File: src/rtl/seq_add_pkg.sv
// rtl/seq_add_pkg.sv - shared state encoding and sizing helpers for the sliced adder sequencer
package seq_add_pkg;

    typedef enum logic [1:0] {
        IDLE = 2'd0,
        RUN  = 2'd1,
        DONE = 2'd2
    } seq_state_t;

    // Number of slice cycles needed for a w-bit operation on n-bit slices.
    function automatic int slice_count(input int w, input int n);
        return w / n;
    endfunction

    // Counter width that can hold slices-1, never narrower than one bit.
    function automatic int count_width(input int slices);
        return (slices <= 2) ? 1 : $clog2(slices);
    endfunction

endpackage

File: src/rtl/add_slice.sv
// rtl/add_slice.sv - combinational N-bit ripple-carry adder slice
module add_slice #(
    parameter int N = 4
) (
    input  logic [N-1:0] x,
    input  logic [N-1:0] y,
    input  logic         ci,
    output logic [N-1:0] s,
    output logic         co
);

    // Widen by one bit so the carry out falls out of a single addition.
    assign {co, s} = {1'b0, x} + {1'b0, y} + {{N{1'b0}}, ci};

endmodule

File: src/rtl/seq_slice_add_ctrl.sv
// rtl/seq_slice_add_ctrl.sv - W-bit adder sequenced over one N-bit slice; SEQ_ADD_SUB_EN enables subtract
module seq_slice_add_ctrl
    import seq_add_pkg::*;
#(
    parameter int W = 16,
    parameter int N = 4
) (
    input  logic         clk,
    input  logic         rst_n,
    input  logic         in_valid,
    output logic         in_ready,
    input  logic [W-1:0] a,
    input  logic [W-1:0] b,
    input  logic         cin,
    input  logic         sub,
    output logic         out_valid,
    input  logic         out_ready,
    output logic [W-1:0] sum,
    output logic         cout,
    output logic         busy
);

    localparam int SLICES = slice_count(W, N);
    localparam int KW     = count_width(SLICES);
    localparam logic [KW-1:0] K_LAST = KW'(SLICES - 1);

    seq_state_t    state_q, state_d;
    logic [KW-1:0] k_q;
    logic          carry_q;
    logic [W-1:0]  a_q, b_q, sum_q;
    logic          cout_q;

    logic [N-1:0]  slice_x, slice_y, slice_s;
    logic          slice_co;
    logic          accept, last_slice, release_result;
    logic [W-1:0]  b_load;
    logic          carry_load;

    assign accept         = (state_q == IDLE) && in_valid;
    assign last_slice     = (state_q == RUN) && (k_q == K_LAST);
    assign release_result = (state_q == DONE) && out_ready;

`ifdef SEQ_ADD_SUB_EN
    // Subtraction is a + ~b + 1; cin is ignored on a subtract.
    assign b_load     = sub ? ~b : b;
    assign carry_load = sub ? 1'b1 : cin;
`else
    logic unused_sub;
    assign unused_sub = sub;
    assign b_load     = b;
    assign carry_load = cin;
`endif

    // Select the operand bits for the slice currently being computed.
    always_comb begin
        slice_x = a_q[int'(k_q) * N +: N];
        slice_y = b_q[int'(k_q) * N +: N];
    end

    add_slice #(.N(N)) u_slice (
        .x  (slice_x),
        .y  (slice_y),
        .ci (carry_q),
        .s  (slice_s),
        .co (slice_co)
    );

    // State register.
    always_ff @(posedge clk or negedge rst_n) begin
        if (!rst_n) begin
            state_q <= IDLE;
        end else begin
            state_q <= state_d;
        end
    end

    // Next-state logic: accept in IDLE, walk the slices, hold the result until taken.
    always_comb begin
        state_d = state_q;
        case (state_q)
            IDLE:    if (accept)         state_d = RUN;
            RUN:     if (last_slice)     state_d = DONE;
            DONE:    if (release_result) state_d = IDLE;
            default:                     state_d = IDLE;
        endcase
    end

    // Operand capture, per-slice sum/carry update and final carry out.
    always_ff @(posedge clk or negedge rst_n) begin
        if (!rst_n) begin
            k_q     <= '0;
            carry_q <= 1'b0;
            a_q     <= '0;
            b_q     <= '0;
            sum_q   <= '0;
            cout_q  <= 1'b0;
        end else begin
            if (accept) begin
                a_q     <= a;
                b_q     <= b_load;
                carry_q <= carry_load;
                k_q     <= '0;
            end else if (state_q == RUN) begin
                sum_q[int'(k_q) * N +: N] <= slice_s;
                carry_q <= slice_co;
                if (last_slice) begin
                    cout_q <= slice_co;
                    k_q    <= '0;
                end else begin
                    k_q <= k_q + 1'b1;
                end
            end
        end
    end

    // Handshake flags follow the state; in_ready stays low while reset is asserted.
    assign in_ready  = (state_q == IDLE) && rst_n;
    assign out_valid = (state_q == DONE);
    assign busy      = (state_q == RUN) || (state_q == DONE);
    assign sum       = sum_q;
    assign cout      = cout_q;

endmodule

File: config.mk
export PLATFORM = sky130hd
export DESIGN_NAME = seq_slice_add_ctrl
export DESIGN_NICKNAME = d
export VERILOG_FILES = /design/src/rtl/seq_add_pkg.sv /design/src/rtl/add_slice.sv /design/src/rtl/seq_slice_add_ctrl.sv
export SDC_FILE = /design/constraint.sdc
export NUM_CORES = 1
export LEC_CHECK = 0
export CORE_AREA = 2 2 90 92
export DETAILED_ROUTE_END_ITERATION = 16
export DIE_AREA = 0 0 92 94
export GPL_ROUTABILITY_DRIVEN = 0
export PLACE_DENSITY = 0.57
export REMOVE_ABC_BUFFERS = 1
export SLEW_MARGIN = 5
export SYNTH_ARGS = -nofsm -noshare
export SYNTH_HDL_FRONTEND = slang
export SYNTH_SLANG_ARGS = --single-unit
export TNS_END_PERCENT = 10
File: constraint.sdc
create_clock -name clk -period 4.8 [get_ports clk]
set_input_delay 0.96 -clock clk [delete_from_list [all_inputs] [get_ports clk]]
set_output_delay 0.96 -clock clk [all_outputs]
set_load 0.005 [all_outputs]
======== After elaboration in Yosys (flattened, before gate mapping) ========
Cells that the tools add are included.
word-level totals
  bits in registers ....................... 54
  bits of input ports ..................... 38
  output and inout bits ................... 20
cells by class
  eq/ne operators ......................... 6
  reductions and logical operators ........ 10
  mux-type cells .......................... 10
  bitwise logic cells ..................... 1
  shift-type cells ........................ 4
  add/sub/neg operators ................... 4
operator list
  kind                     number
  $neg 4->33               1
  $shift 4x33->16 const A  1
  $shiftx 4x33->16         1
  $shiftx 16x5->4          2
  $bwmux 16                1
  $mux 2                   6
  $pmux 2 s3               1
  $reduce_and 3->1         2
  $add 4x4->5              1
  $add 5x1->5              1
  $eq 2x2->1 const B       2
  $logic_and 1x1->1        4
  $ne 2x2->1 const B       2
  $add 2x1->2 const B      1
  $eq 2x1->1 const B       1
  $logic_not 2->1          1
  $mux 1                   2
  $ne 2x1->1 const B       1
  $reduce_and 2->1         1
  $reduce_bool 2->1        1
  $logic_or 1x1->1         1
  $not 1->1                1

======== Longest topological paths before layout ========
  depth in word-level cells ............... 5
  mapped depth ............................ 10

======== Modules after synthesis ========
From an unflattened synthesis, not the netlist that was laid out.
unflattened totals
  cells, all modules ...................... 192
  area total of the unflattened synthesis .. 2577.5 um^2
modules (own cells, without submodules)
  module              cells each  seq. area each (um^2)  area an instance (um^2)  times used
  seq_slice_add_ctrl  176         1351.3                 2433.6                   1
  add_slice           16          0.0                    143.9                    1

======== Worst setup path after synthesis ========
No wires, ideal clock.
  path kind ............................... register -> register
  from .................................... reg k_q[0]
  to ...................................... reg carry_q
  setup slack ............................. 2.313 ns
  library setup time ...................... 0.120 ns
  data arrival time ....................... 2.367 ns
  cell stages (with the launch flop) ...... 11
  cell sequence ........................... dfrtp_1 > buf_6 > buf_8 > mux4_2 > fa_1 > inv_1 > fa_1 > nor2b_1 > o21ai_0 > a31oi_1 > a31o_2
between the ends
  cells in the longest elaborated chain, start to end .. 5
  elaborated cells between the ends (all ways) .. 6
  classes of those cells .................. add/sub (2); shift (2); mux (2)
RTL lines
  item                                       RTL line                                            source
  from (decl)                                seq_slice_add_ctrl.sv:28                            logic [KW-1:0] k_q;
  from (signal assigned)                     seq_slice_add_ctrl.sv:110                           k_q <= k_q + 1'b1;
  $shiftx 16x5->4, on equally long branches  seq_slice_add_ctrl.sv:56, seq_slice_add_ctrl.sv:57
  $add 4x4->5 *                              add_slice.sv:13                                     assign {co, s} = {1'b0, x} + {1'b0, y} + {{N{1'b0}}, ci};
  $add 5x1->5 *                              add_slice.sv:13
  $mux 1 *                                   seq_slice_add_ctrl.sv:103                           end else if (state_q == RUN) begin
  $mux 1 *                                   seq_slice_add_ctrl.sv:98                            if (accept) begin
  to (signal assigned)                       seq_slice_add_ctrl.sv:101                           carry_q <= carry_load;
  to (signal assigned)                       seq_slice_add_ctrl.sv:105                           carry_q <= slice_co;
  to (decl)                                  seq_slice_add_ctrl.sv:29                            logic carry_q;
Mark *: on every way between the ends. The rest lies on a longest branch, timed or not. The select of a mux whose other input is x is not followed.
A chain may end at the register's enable or synchronous reset.

======== Final worst setup path ========
  from .................................... reg state_q[0]
  to ...................................... out in_ready
between the ends
  cells in the longest elaborated chain, start to end .. 2
RTL lines
  item                    RTL line                   source
  from (decl)             seq_slice_add_ctrl.sv:27   seq_state_t state_q, state_d;
  from (signal assigned)  seq_slice_add_ctrl.sv:73   state_q <= state_d;
  $logic_not 2->1         seq_slice_add_ctrl.sv:117  assign in_ready = (state_q == IDLE) && rst_n;
  $logic_and 1x1->1       seq_slice_add_ctrl.sv:117
  to (decl)               seq_slice_add_ctrl.sv:11   output logic in_ready,
Every way passes these cells.

==> flow_summary_export.csv <==
group,metric,value,unit
outcome,status,"finished clean",
synthesis,ys_ff_latch,54,
synthesis,ys_types,29,
clocking,cts_sinks,54,
synthesis,synth_area_per_cell,14.5,um2
floorplan,ioPinCount,58,
final_layout,syn_to_final_growth,27.4,%
clocking,cts_resized,0,
final_layout,final_util,0.436,
synthesis,synth_area,2600,um2
final_layout,postLayoutCellArea,3310,um2
route,dr.pass1.iters,4,
final_layout,drive_gt1_frac,0.247,
clocking,tritoncts,"built",
power,total_power,2250,uW
final_layout,final_common_cell,"clkdlybuf4s50_1",
synthesis,synthCells,180,
sta,slew_viol_final,0,
power,comb_power_share,0.542,
power,p_int,1370,uW
setup_path,cp-start-kind,"flip-flop",
route,via_per_inst,4.66,
global_routing,antenna_found_initial,0,
sta,setup_viol,0,
route,drtIter0Drc,82,
sta,worst_pin_slew,778,ps
setup_path,crit_buf_inv,2,
clocking,cts.clk_slew.worst_paths,100,ps
sta,min_period,2770,ps
power,p_switching,881,uW
synthesis,yosysTopAreaCell,"dfrtp_1",
sta,relSlewSlack,0.479,
synthesis,yosysSeqAreaShare,0.519,
sta,fin_setup_tns,0,ps
floorplan,die_h,94,um
clocking,clock_path_buffers,2,
sta,fin_crit_sh,0.576,
clocking,clockRootBuffer,"clkbuf_8",
setup_path,crit_family,"buffers and inverters",
clocking,htreeDepth,2,
final_layout,layout_common_cells,"clkdlybuf4s50_1 (55), dfrtp_1 (54), mux2_2 (32), a22o_1 (16), ha_1 (12)",
power,power_frac_seq,0.340,
setup_path,cp_slowest_cell,"clkdlybuf4s50_1",
placed_design,dpl-instance-area,3220,um2
power,p_clk_frac,0.118,
floorplan,die-area,8650,um2
power,peakVddDrop,0.000313,V
global_routing,grt_usage,0.125,
setup_path,path_max_fanout,6,
route,vias,1588,
final_layout,antenna_cells_inserted,0,
route,ant_nets,0,
sta,fmax,361,MHz
floorplan,start_util,0.342,
setup_path,critPathKind,"reg -> out",
clocking,clk_latency,310,ps
sta,hold_viol,0,
power,power_per_cell_area,680,nW/um2
setup_path,crit_arrival,1810,ps
setup_path,crit_required,3840,ps
clocking,postCtsSetupBuffers,0,
synthesis,yosysWarnings,0,
floorplan,rows,32,
flow_run,max-cap-violations,0,
setup_path,crit_path_end_kind,"output port",
placed_design,dp_hpwl,3.55,mm
route,routed_wl,5.05,mm
placed_design,pre_cts_ws,2090,ps
sta,layout_setup_ws,2030,ps
power,switching_share,0.391,
synthesis,synth_top_area_frac,0.519,
global_routing,grt_pass1_vias,1647,
setup_path,crit_chain,"inv_1 > ha_1 > and2_1 > clkdlybuf4s50_1",
floorplan,dieWidth,92,um
route,drc,0,
power,power.static_leakage,0.00139,uW
min_path,hp-class,"reg -> reg",
clocking,ctsHoldBuffers,0,
placed_design,io_buffer_count,56,
global_routing,grt_overflow,0,
global_routing,grt_max_degree,55,
synthesis,netlist_top_cells_area,"dfrtp_1 (52%), mux2_2 (14%), mux4_2 (6.9%)",
final_layout,nNetsFinal,290,
floorplan,core-area,7610,um2
sta,rsz0062_at_grt,"false",
setup_path,cp_slowest_stage_delay,500,ps
global_routing,grt_first_pass_wirelength,8.30,mm
clocking,cts_made_buffers,5,
sta,finClkSkew,6.87,ps
route,detail_route.wl_per_cell,14.8,um
## per-stage QoR
stage          hold slack (ps)  cells
2_1_floorplan              474    173
5_1_grt                    523    341
4_1_cts                    512    341
3_5_place_dp               489    333
3_3_place_gp               483    333
6_report                   509    341
## final timing paths
| kind | slack [ps] | start | depth (start not counted) | endpoint |
|---|---|---|---|---|
| worst max register to register | 2140 | k_q[0]$_DFFE_PN0P_ | 9 | carry_q$_DFFE_PN0P_ |
| worst min-delay path | 510 | b_q[2]$_DFFE_PN0P_ | 1 | b_q[2]$_DFFE_PN0P_ |
| worst min register to register | 510 | b_q[2]$_DFFE_PN0P_ | 1 | b_q[2]$_DFFE_PN0P_ |
| max in group asynchronous | 3550 | rst_n | 2 | sum[10]$_DFFE_PN0P_ |
| worst max-delay path | 2030 | state_q[0]$_DFFE_PN0P_ | 4 | in_ready |
| min in group asynchronous | 790 | rst_n | 2 | b_q[4]$_DFFE_PN0P_ |
## cells in the mapped netlist
master    count
a22o_1       16
o22ai_1       1
nor2_1        1
nor3_2        1
inv_1        11
mux2_2       32
a31o_2        1
a222oi_1      1
o21ai_0       4
nand2_2       2
and2_1        2
buf_2         2
dfrtp_1      54
nand2_1       9
nor2b_1       1
a21oi_1       4
inv_2         2
mux4_2        8
buf_8         1
fa_1          2
ha_1         12
nor4_4        2
xnor2_1       2
nor4b_4       1
a31oi_1       2
buf_6         1
a21o_1        1
nor3_1        1
clkbuf_8      3
## cells by family after synthesis
logic type      count (synthesis)  synth area share
simple gates                   20            0.0577
buf+inv                        20            0.0486
compound gates                 30            0.0866
flops                          54             0.519
mux                            40             0.208
xor+xnor                        2           0.00674
fa+ha+maj                      14            0.0731
## registers in the layout, summed over array words and instances, names as in the netlist
| signal | flops |
|---|---|
| cout | 1 |
| state_q | 2 |
| b_q | 16 |
| a_q | 16 |
| carry_q | 1 |
| sum | 16 |
| k_q | 2 |
## worst reg2reg max path: cells and delay by family (launching register included)
| kind | cells | cell delay [ps] |
|---|---|---|
| muxes | 1 | 590 |
| and+or+nand+nor | 1 | 60 |
| DFF | 1 | 330 |
| buffers and inverters | 2 | 370 |
| adders and majority gates | 2 | 630 |
| AOI/OAI and AO/OA | 3 | 590 |
## final cells by class
type	instances	area, um2
fill	725	4290
sequential	54	1350
multi-input combinational	106	1120
timing repair buffer	58	571
tap	102	128
clock buffer	7	86.3
inverter	13	48.8
clock inverter	1	5.00
## power groups by stage
stage	Sequential [uW]	Combinational [uW]	Clock [uW]
finish	767	1220	265
global route	795	1380	288
CTS	770	1250	273
detailed placement	780	1240	0
global placement	777	1230	0
floorplan	767	812	0
## metal layers
metal	vias up	global-route usage	wire, um
li1	773	-	-
met1	769	0.165	2400
met2	41	0.206	2350
met3	5	0.0353	252
met4	0	0.0299	53
met5	-	0	0
(Power assumes the default switching activity.)
